**src/rtl/spi_resp_tx.sv**
```systemverilog
// spi_resp_tx: buffers one response frame and shifts it MSB-first on miso, clocked by sck.
module spi_resp_tx #(
  parameter int ID_W    = 8,
  parameter int FRAME_W = 40
) (
  input  logic            sck,
  input  logic            rst_n,
  input  logic            CS_n,
  input  logic            resp_valid,
  output logic            resp_ready,
  input  logic [3:0]      resp_opcode,
  input  logic [3:0]      status,
  input  logic [ID_W-1:0] vert_id_in,
  input  logic [ID_W-1:0] tri_id_in,
  input  logic [ID_W-1:0] inst_id_in,
  output logic            miso,
  output logic            tx_busy,
  output logic            tx_done,
  output logic            tx_abort,
  output logic [7:0]      frames_sent
);
  typedef enum logic [1:0] {IDLE, ARMED, SHIFT} state_t;
  localparam int CW = $clog2(FRAME_W + 1);
  state_t state, state_nx;
  logic hold_full, accept, last;
  logic [FRAME_W-1:0] hold, shreg;
  logic [CW-1:0] bit_ctr;
  logic [7:0] chk;
  always_comb begin
    accept = resp_valid && !hold_full;
    last   = state == SHIFT && !CS_n && bit_ctr == CW'(FRAME_W - 1);
    chk    = {resp_opcode, status} ^ 8'(vert_id_in) ^ 8'(tri_id_in) ^ 8'(inst_id_in);
  end
  always_ff @(posedge sck or negedge rst_n)
    if (!rst_n) state <= IDLE;
    else state <= state_nx;
  always_comb begin
    state_nx = state == IDLE  ? (hold_full ? ARMED : IDLE) :
               state == ARMED ? (CS_n ? ARMED : SHIFT) :
               (CS_n || last) ? IDLE : SHIFT;
  end
  always_comb begin
    resp_ready = !hold_full;
    tx_busy    = state != IDLE;
  end
  always_ff @(posedge sck or negedge rst_n) begin
    if (!rst_n) begin
      hold        <= '0;
      hold_full   <= 1'b0;
      shreg       <= '0;
      bit_ctr     <= '0;
      miso        <= 1'b0;
      tx_done     <= 1'b0;
      tx_abort    <= 1'b0;
      frames_sent <= '0;
    end else begin
      tx_done  <= 1'b0;
      tx_abort <= 1'b0;
      if (accept) begin
        hold      <= {resp_opcode, status, vert_id_in, tri_id_in, inst_id_in, chk};
        hold_full <= 1'b1;
      end else if (state == IDLE && hold_full) begin
        hold_full <= 1'b0;
      end
      if (state == IDLE) begin
        miso <= 1'b0;
        if (hold_full) shreg <= hold;
      end else if (CS_n) begin
        miso     <= 1'b0;
        bit_ctr  <= '0;
        tx_abort <= state == SHIFT;
      end else begin
        miso    <= shreg[FRAME_W-1];
        shreg   <= {shreg[FRAME_W-2:0], 1'b0};
        bit_ctr <= state == ARMED ? CW'(1) : bit_ctr + CW'(1);
        if (last) begin
          tx_done     <= 1'b1;
          frames_sent <= frames_sent + 8'd1;
        end
      end
    end
  end
endmodule

```
**config.mk**
```make
export PLATFORM = sky130hd
export DESIGN_NAME = spi_resp_tx
export DESIGN_NICKNAME = d
export VERILOG_FILES = /design/src/rtl/spi_resp_tx.sv
export SDC_FILE = /design/constraint.sdc
export NUM_CORES = 1
export LEC_CHECK = 0
export CAP_MARGIN = 10
export CORE_MARGIN = 10
export CORE_UTILIZATION = 30
export CTS_BUF_LIST = sky130_fd_sc_hd__clkbuf_8 sky130_fd_sc_hd__clkbuf_16
export CTS_CLUSTER_DIAMETER = 40
export DETAILED_ROUTE_END_ITERATION = 10
export PLACE_DENSITY = 0.53
export SLEW_MARGIN = 20
export SYNTH_ARGS = -nofsm -noshare
export SYNTH_HDL_FRONTEND = slang
export SYNTH_SLANG_ARGS = --single-unit
```
**constraint.sdc**
```tcl
create_clock -name sck -period 3.5 [get_ports sck]
set_input_delay 0.525 -clock sck [delete_from_list [all_inputs] [get_ports sck]]
set_output_delay 0.525 -clock sck [all_outputs]
set_load 0.05 [all_outputs]
```
Yosys cells after proc, flatten, opt, wreduce, memory -nomap -nowiden

Index checks and enable logic that the tools add are counted.

Bits in registers: 100
Bits of input ports: 36

$add $sub $neg: 2
Equality and inequality tests: 5
Multiplexer cells: 19
Bitwise logic cells: 5
Reductions and logical operators: 12

Operator list:

| kind                  | count |
|---|---|
| $mux W40              | 3 |
| $xor A8 B8 Y8         | 3 |
| $mux W6               | 2 |
| $mux W1               | 10 |
| $add A8 B1 Y8 const B | 1 |
| $mux W2               | 4 |
| $add A6 B1 Y6 const B | 1 |
| $eq A6 B6 Y1 const B  | 1 |
| $logic_and A1 B1 Y1   | 4 |
| $reduce_bool A2 Y1    | 2 |
| $reduce_and A3 Y1     | 1 |
| $eq A2 B1 Y1 const B  | 1 |
| $eq A2 B2 Y1 const B  | 1 |
| $logic_not A1 Y1      | 2 |
| $logic_not A2 Y1      | 1 |
| $ne A2 B1 Y1 const B  | 1 |
| $ne A2 B2 Y1 const B  | 1 |
| $not A1 Y1            | 2 |
| $reduce_and A2 Y1     | 1 |
| $logic_or A1 B1 Y1    | 1 |

Depth between registers and ports, before layout

Gate-level depths: netlist of run 1.

Word-level depth: 7
Depth in mapped cells: 6
Mapped depth without buffers: 4

Least setup slack after synthesis of run 1

No wires, ideal clock.

Path type: in2reg
Start: input port CS_n
End: register frames_sent[1]
Library setup time: 0.128 ns
Arrival time: 1.794 ns
Path slack: 1.579 ns
Stages on the path: 5
Buffers on the path: 2
Cells stage by stage: buf_6 > or4b_4 > buf_6 > nor2_1 > mux2_1

Longest elaborated chain between the ends: 4

Ends and longest elaborated chain:

| what                                 | line | RTL |
|---|---|---|
| from (decl)                          | 8    | `input logic CS_n,` |
| $logic_not A1 Y1                     | 31   | `last = state == SHIFT && !CS_n && bit_ctr == CW'(FRAME_W - 1);` |
| $logic_and A1 B1 Y1 (2 in a row)     | 31   |  |
| $reduce_and A3 Y1 (no source line) * | --   |  |
| to (signal assigned)                 | 78   | `frames_sent <= frames_sent + 8'd1;` |
| to (decl)                            | 20   | `output logic [7:0] frames_sent` |

Every way passes the cells marked *; elsewhere a longest branch is shown, timed or not.
A chain may end at the register's enable or synchronous reset.

Worst setup path after layout of run 1

Start: register state[1]
End: output port tx_busy

Longest elaborated chain between the ends: 1

Ends and longest elaborated chain:

| what                   | line | RTL |
|---|---|---|
| from (decl)            | 24   | `state_t state, state_nx;` |
| from (signal assigned) | 36   | `else state <= state_nx;` |
| $reduce_bool A2 Y1     | 44   | `tx_busy = state != IDLE;` |
| to (decl)              | 17   | `output logic tx_busy,` |

Every way passes these cells.

==> impl_metrics.tcl, run 1 <==
set metrics [dict create \
    cts-root-buf "clkbuf_16" \
    hpwlAfterDp_mm 6.61 \
    cts_tree "yes" \
    yosys.area.top_type "dfrtp_1" \
    wire_per_inst_um 16.8 \
    worstPathRequired_ns 2.97 \
    area_growth_pct 21.4 \
    syn_area_mm2 0.00459 \
    ys_seq_area_frac 0.545 \
    ioPinCount 49 \
    dieArea_mm2 0.0207 \
    fin_crit_sh 0.759 \
    power_mw 4.70 \
    layout_commonest_cell "mux2_2" \
    fillCellCount 1502 \
    syn_inst 337 \
    fin_tns_setup_ns 0 \
    cts_hold_buf 0 \
    num_rows 45 \
    fin_worst_skew_ns 0.00581 \
    syn_nets 375 \
    drc_errors 0 \
    antenna_found_initial 0 \
    cap_viol_max_count 0 \
    core_area_mm2 0.0151 \
    initial_core_util 0.304 \
    async_flop_share 1.00 \
    synth_cell_types 38 \
    clkLatencyLatePin_ns 0.34 \
    drive_gt1_frac 0.353 \
    antenna_left 0 \
    start_kind "flip-flop" \
    setup_viol_count_final 0 \
    cp.arrival_ns 2.13 \
    syn_avg_cell_area_um2 13.6 \
    grt_max_degree 52 \
    totalWireLength_mm 9.69 \
    yosys_warnings 0 \
    viasPerCell 4.74 \
    cts_buffer_depth 2 \
    synth_seq_cells 100 \
    crit_type "flip-flop to output port" \
    portBuffers 48 \
    p_leak_nw 2.27 \
    grt_use_total 0.0985 \
    synth_edf_count 0 \
    crit_fanout 13 \
    die_w_um 144 \
    clk_pin_slew_ns 0.07 \
    place_congestion 0.751 \
    die_h_um 144 \
    grt_pass1_wl_mm 15.8 \
    rsz0062_at_grt "false" \
    synth_top_flop_cell "dfrtp_1" \
    clock_sinks 100 \
    vias 2729 \
    worst_slack_ns 0.845 \
    post-place-ws_ns 0.990 \
    layout_common_cells "mux2_2, dfrtp_1, clkdlybuf4s50_1" \
    worst_pin_slew_ns 0.689 \
    status "finished clean" \
    first_pass_iters 4 \
    synth.top_cell.area_share 0.545 \
    synthTopCellsByArea "dfrtp_1, mux2_2, xnor2_1" \
    post-cts-setup-buffers 0 \
    drv_slew 0 \
    drt_iter0_markers 120 \
    hold_viol_final 0 \
    grt_overflow_total 0 \
    grt_pass1_vias 2942 \
    fmax_ghz 0.377 \
    finalNetCount 421 \
    p_per_area_mw_per_mm2 844 \
    slew_headroom 0.541 \
    peakVddDrop_v 0.000311 \
    cts_resized 0 \
    hold_path_class "input port to async pin" \
    num_antenna_cells 0 \
    min_period_ns 2.66 \
    h-tree-depth 3 \
    cts_buffers 9 \
    endpoint_kind "output port" \
]
-- Yosys cell counts (all sizes together), types with 2 or more instances --
cell type	n
nor3	3
nor2	13
nor4	4
mux2	111
nand4	4
dfrtp	100
clkbuf	3
o21a	2
xnor2	26
xor2	5
buf	14
nor2b	3
nand3	5
a21oi	13
a22o	2
and3	2
o21ai	4
inv	9
ha	2
-- cells by family after synthesis --
family | Yosys count | share of synthesized area
fa+ha+maj | 2 | 0.00545
mux | 112 | 0.274
compound gates | 26 | 0.0343
flops | 100 | 0.545
simple gates | 40 | 0.0548
buf+inv | 26 | 0.0270
xor+xnor | 31 | 0.0591
-- metrics by stage --
step,area [um^2],instances,hold WS [ns],util
3_3_place_gp,5280,560,0.456,0.350
3_5_place_dp,5280,560,0.464,0.350
5_1_grt,5570,576,0.276,0.369
2_1_floorplan,4590,337,0.229,-
6_report,5570,576,0.206,0.369
4_1_cts,5570,576,0.251,0.369
-- report_power, final --
part	internal, mW	leakage, nW	switching (mW)
clock network	0.552	0.145	0.437
logic	1.05	0.937	0.707
registers	1.68	1.19	0.275
total	3.28	2.27	1.42
-- worst paths after layout --
kind / start / end / slack (ns) / depth (start not counted)
min: rst_n / frames_sent[6] / 0.21 / 1
min in group sck: frames_sent[7] / frames_sent[7] / 0.47 / 1
max: state[1] / tx_busy / 0.84 / 3
min reg2reg: frames_sent[7] / frames_sent[7] / 0.47 / 1
max reg2reg: state[1] / shreg[17] / 1.33 / 4
max in group asynchronous: rst_n / shreg[5] / 2.54 / 2
-- registers in the layout, summed over array words and instances, names as in the netlist --
signal       cells
tx_abort         1
shreg           40
miso             1
bit_ctr          6
frames_sent      8
tx_done          1
hold            40
state            2
hold_full        1
-- layer usage --
layer	part of all wire	vias up	global-route usage
met1	0.48	1385	0.125
met3	0.047	12	0.0314
met5	0	-	0
met2	0.46	54	0.154
li1	-	1278	-
met4	0.014	0	0.0339
-- final cells by class --
type | instances | area [um^2] | area share
clock buffer | 9 | 225 | 0.0404
clock inverter | 7 | 66.3 | 0.0119
inverter | 9 | 33.8 | 0.00606
multi-input combinational | 211 | 1990 | 0.357
sequential | 100 | 2500 | 0.449
tap | 188 | 235 | 0.0422
timing repair buffer | 52 | 520 | 0.0934
-- critical path: stages (launching register included) --
cell and delay, ns:
dfrtp_1 0.49, nor2_4 0.39, inv_1 0.17, clkdlybuf4s50_1 0.74
(Power assumes the default switching activity.)
==> inputs of run 2 (changes only) <==
--- a/config.mk
+++ b/config.mk
@@ -11,7 +11,7 @@
 export CTS_BUF_LIST = sky130_fd_sc_hd__clkbuf_8 sky130_fd_sc_hd__clkbuf_16
 export CTS_CLUSTER_DIAMETER = 40
 export DETAILED_ROUTE_END_ITERATION = 10
-export PLACE_DENSITY = 0.53
+export PLACE_DENSITY = 0.54
 export SLEW_MARGIN = 20
 export SYNTH_ARGS = -nofsm -noshare
 export SYNTH_HDL_FRONTEND = slang
==> constraint.sdc (replaced) <==
create_clock -name sck -period 2.3 [get_ports sck]
set_input_delay 0.345 -clock sck [delete_from_list [all_inputs] [get_ports sck]]
set_output_delay 0.345 -clock sck [all_outputs]
set_load 0.05 [all_outputs]
==> run 2 against run 1 <==
- first-iteration DRC count increased by 23%
- flip-flop and latch count unchanged
- utilization increased by 0.26 points
- worst hold slack improved by 0.18 ns
- sequential power increased by 52%
- total power increased by 51%
- critical path type unchanged
- via count decreased by 0.11%
- setup slack got worse by 0.59 ns
- critical path depth decreased by 1
- critical endpoint is now resp_ready
- design area increased by 0.70%
- combinational power increased by 56%
- non-clock buffer count increased by 4
==> impl_metrics.tcl, run 2 (synthesis results as in run 1) <==
set metrics [dict create \
    die_h_um 144 \
    area_growth_pct 22.2 \
    start_kind "flip-flop" \
    grt_pass1_vias 3013 \
    hold_viol_final 0 \
    p_per_area_mw_per_mm2 1260 \
    endpoint_kind "output port" \
    fillCellCount 1451 \
    first_pass_iters 4 \
    drv_slew 0 \
    post-place-ws_ns 0.219 \
    worst_slack_ns 0.255 \
    crit_type "flip-flop to output port" \
    hold_path_class "input port to async pin" \
    core_area_mm2 0.0151 \
    postPlaceCellArea_mm2 0.00534 \
    multi_input_area_mm2 0.00199 \
    cts_buffers 9 \
    drt_iter0_markers 147 \
    placedCellCount 563 \
    finalNonFillerCells 579 \
    cp.arrival_ns 1.70 \
    rsz0062_at_grt "false" \
    peakVddDrop_v 0.000722 \
    antenna_found_initial 0 \
    whs_ns 0.383 \
    final_area_mm2 0.00561 \
    cts_tree "yes" \
    final_util 0.372 \
    min_period_ns 2.05 \
    fmax_ghz 0.489 \
    rrSetupSlack_ns 0.47 \
    p_comb_frac 0.388 \
    grt_use_total 0.0973 \
    viasPerCell 4.71 \
    grt_max_degree 55 \
    hpwlAfterDp_mm 6.45 \
    layout_commonest_cell "mux2_2" \
    dieArea_mm2 0.0207 \
    slew_headroom 0.663 \
    antenna_left 0 \
    worstPathRequired_ns 1.96 \
    crit_fanout 6 \
    grt_pass1_wl_mm 15.8 \
    fin_tns_setup_ns 0 \
    p_sw_frac 0.300 \
    seq_power_share 0.419 \
    totalWireLength_mm 9.51 \
    rr_startpoint "hold_full" \
    layout_common_cells "mux2_2, dfrtp_1, clkdlybuf4s50_1" \
    finalNetCount 425 \
    p_switching_mw 2.13 \
    reg2reg_depth 4 \
    drc_errors 0 \
    num_antenna_cells 0 \
    reg.largest.list "hold (40), shreg (40), frames_sent (8)" \
    grt_overflow_total 0 \
    wire_per_inst_um 16.4 \
    worst_pin_slew_ns 0.504 \
    status "finished clean" \
    ioPinCount 49 \
    power_mw 7.10 \
    reg2reg_to "shreg[39]" \
    p_clk_frac 0.193 \
    clkLatencyLatePin_ns 0.34 \
    cts_buffer_depth 2 \
    fin_worst_skew_ns 0.00709 \
    ff_latch_area_mm2 0.00250 \
    initial_core_util 0.304 \
    clock_sinks 100 \
    intPower_mw 4.96 \
    p_leak_nw 2.30 \
    cts-root-buf "clkbuf_16" \
    post-cts-setup-buffers 0 \
    cap_viol_max_count 0 \
    die_w_um 144 \
    vias 2726 \
    num_rows 45 \
    setup_viol_count_final 0 \
    clk_pin_slew_ns 0.07 \
    portBuffers 48 \
    drive_gt1_frac 0.348 \
    h-tree-depth 3 \
    place_congestion 0.765 \
    fin_crit_sh 0.889 \
]
run 2: cell count changes in the layout (fill, tap and decap cells not counted):
cell / delta
clkdlybuf4s50_1: -1
clkinv_4: +1
buf_4: +1
buf_12: +3
dlygate4sd3_1: +1
inv_6: -1
clkinvlp_4: -1
inv_1: +4
bufinv_16: -1
clkbuf_8: +1
clkinv_2: -4
run 2: layout make-up:
type / instances / share of cell area
well taps: 188 / 0.0419
inverters: 9 / 0.00602
repair buffers: 56 / 0.105
clock inverters: 5 / 0.00424
multi-input cells: 211 / 0.355
flip-flops and latches: 100 / 0.446
clock buffers: 10 / 0.0426
run 2: worst max path at each step:
stage | start | endpoint | cells past startpoint
CTS | hold_full | resp_ready | 2
global placement | CS_n | frames_sent[1] | 4
detailed placement | CS_n | frames_sent[1] | 4
global route | hold_full | resp_ready | 2
finish | hold_full | resp_ready | 2
floorplan | state[0] | shreg[1] | 5
run 2: power by group through the flow:
stage / Sequential [mW] / Clock (mW) / Combinational, mW
finish: 2.97 / 1.37 / 2.75
floorplan: 2.86 / 0 / 2.21
global placement: 2.98 / 0 / 2.73
global route: 3.08 / 1.50 / 3.02
CTS: 2.98 / 1.42 / 2.79
detailed placement: 3.01 / 0 / 2.79
run 2: what timing repair did:
action                                 4_1_cts  5_1_grt
gates resized for setup                      0        0
hold buffers                                 1        0
endpoints found under the hold margin        9        0
run 2: critical path, stage by stage, from the launching register on:
cell	delay [ns]
dfrtp_1	0.47
inv_1	0.08
clkdlybuf4s50_1	0.80
run 2: routing by layer:
metal / vias up / share of wire / track usage
met5: - / 0 / 0
met4: 0 / 0.0091 / 0.0242
met3: 5 / 0.057 / 0.0350
met2: 57 / 0.46 / 0.147
met1: 1375 / 0.48 / 0.129
li1: 1289 / - / -
==> inputs of run 3 (changes only) <==
--- a/config.mk
+++ b/config.mk
@@ -5,7 +5,6 @@
 export SDC_FILE = /design/constraint.sdc
 export NUM_CORES = 1
 export LEC_CHECK = 0
-export CAP_MARGIN = 10
 export CORE_MARGIN = 10
 export CORE_UTILIZATION = 30
 export CTS_BUF_LIST = sky130_fd_sc_hd__clkbuf_8 sky130_fd_sc_hd__clkbuf_16
==> results of run 3 <==
Same layout as run 2: the final DEF is identical, and so are final timing and power.
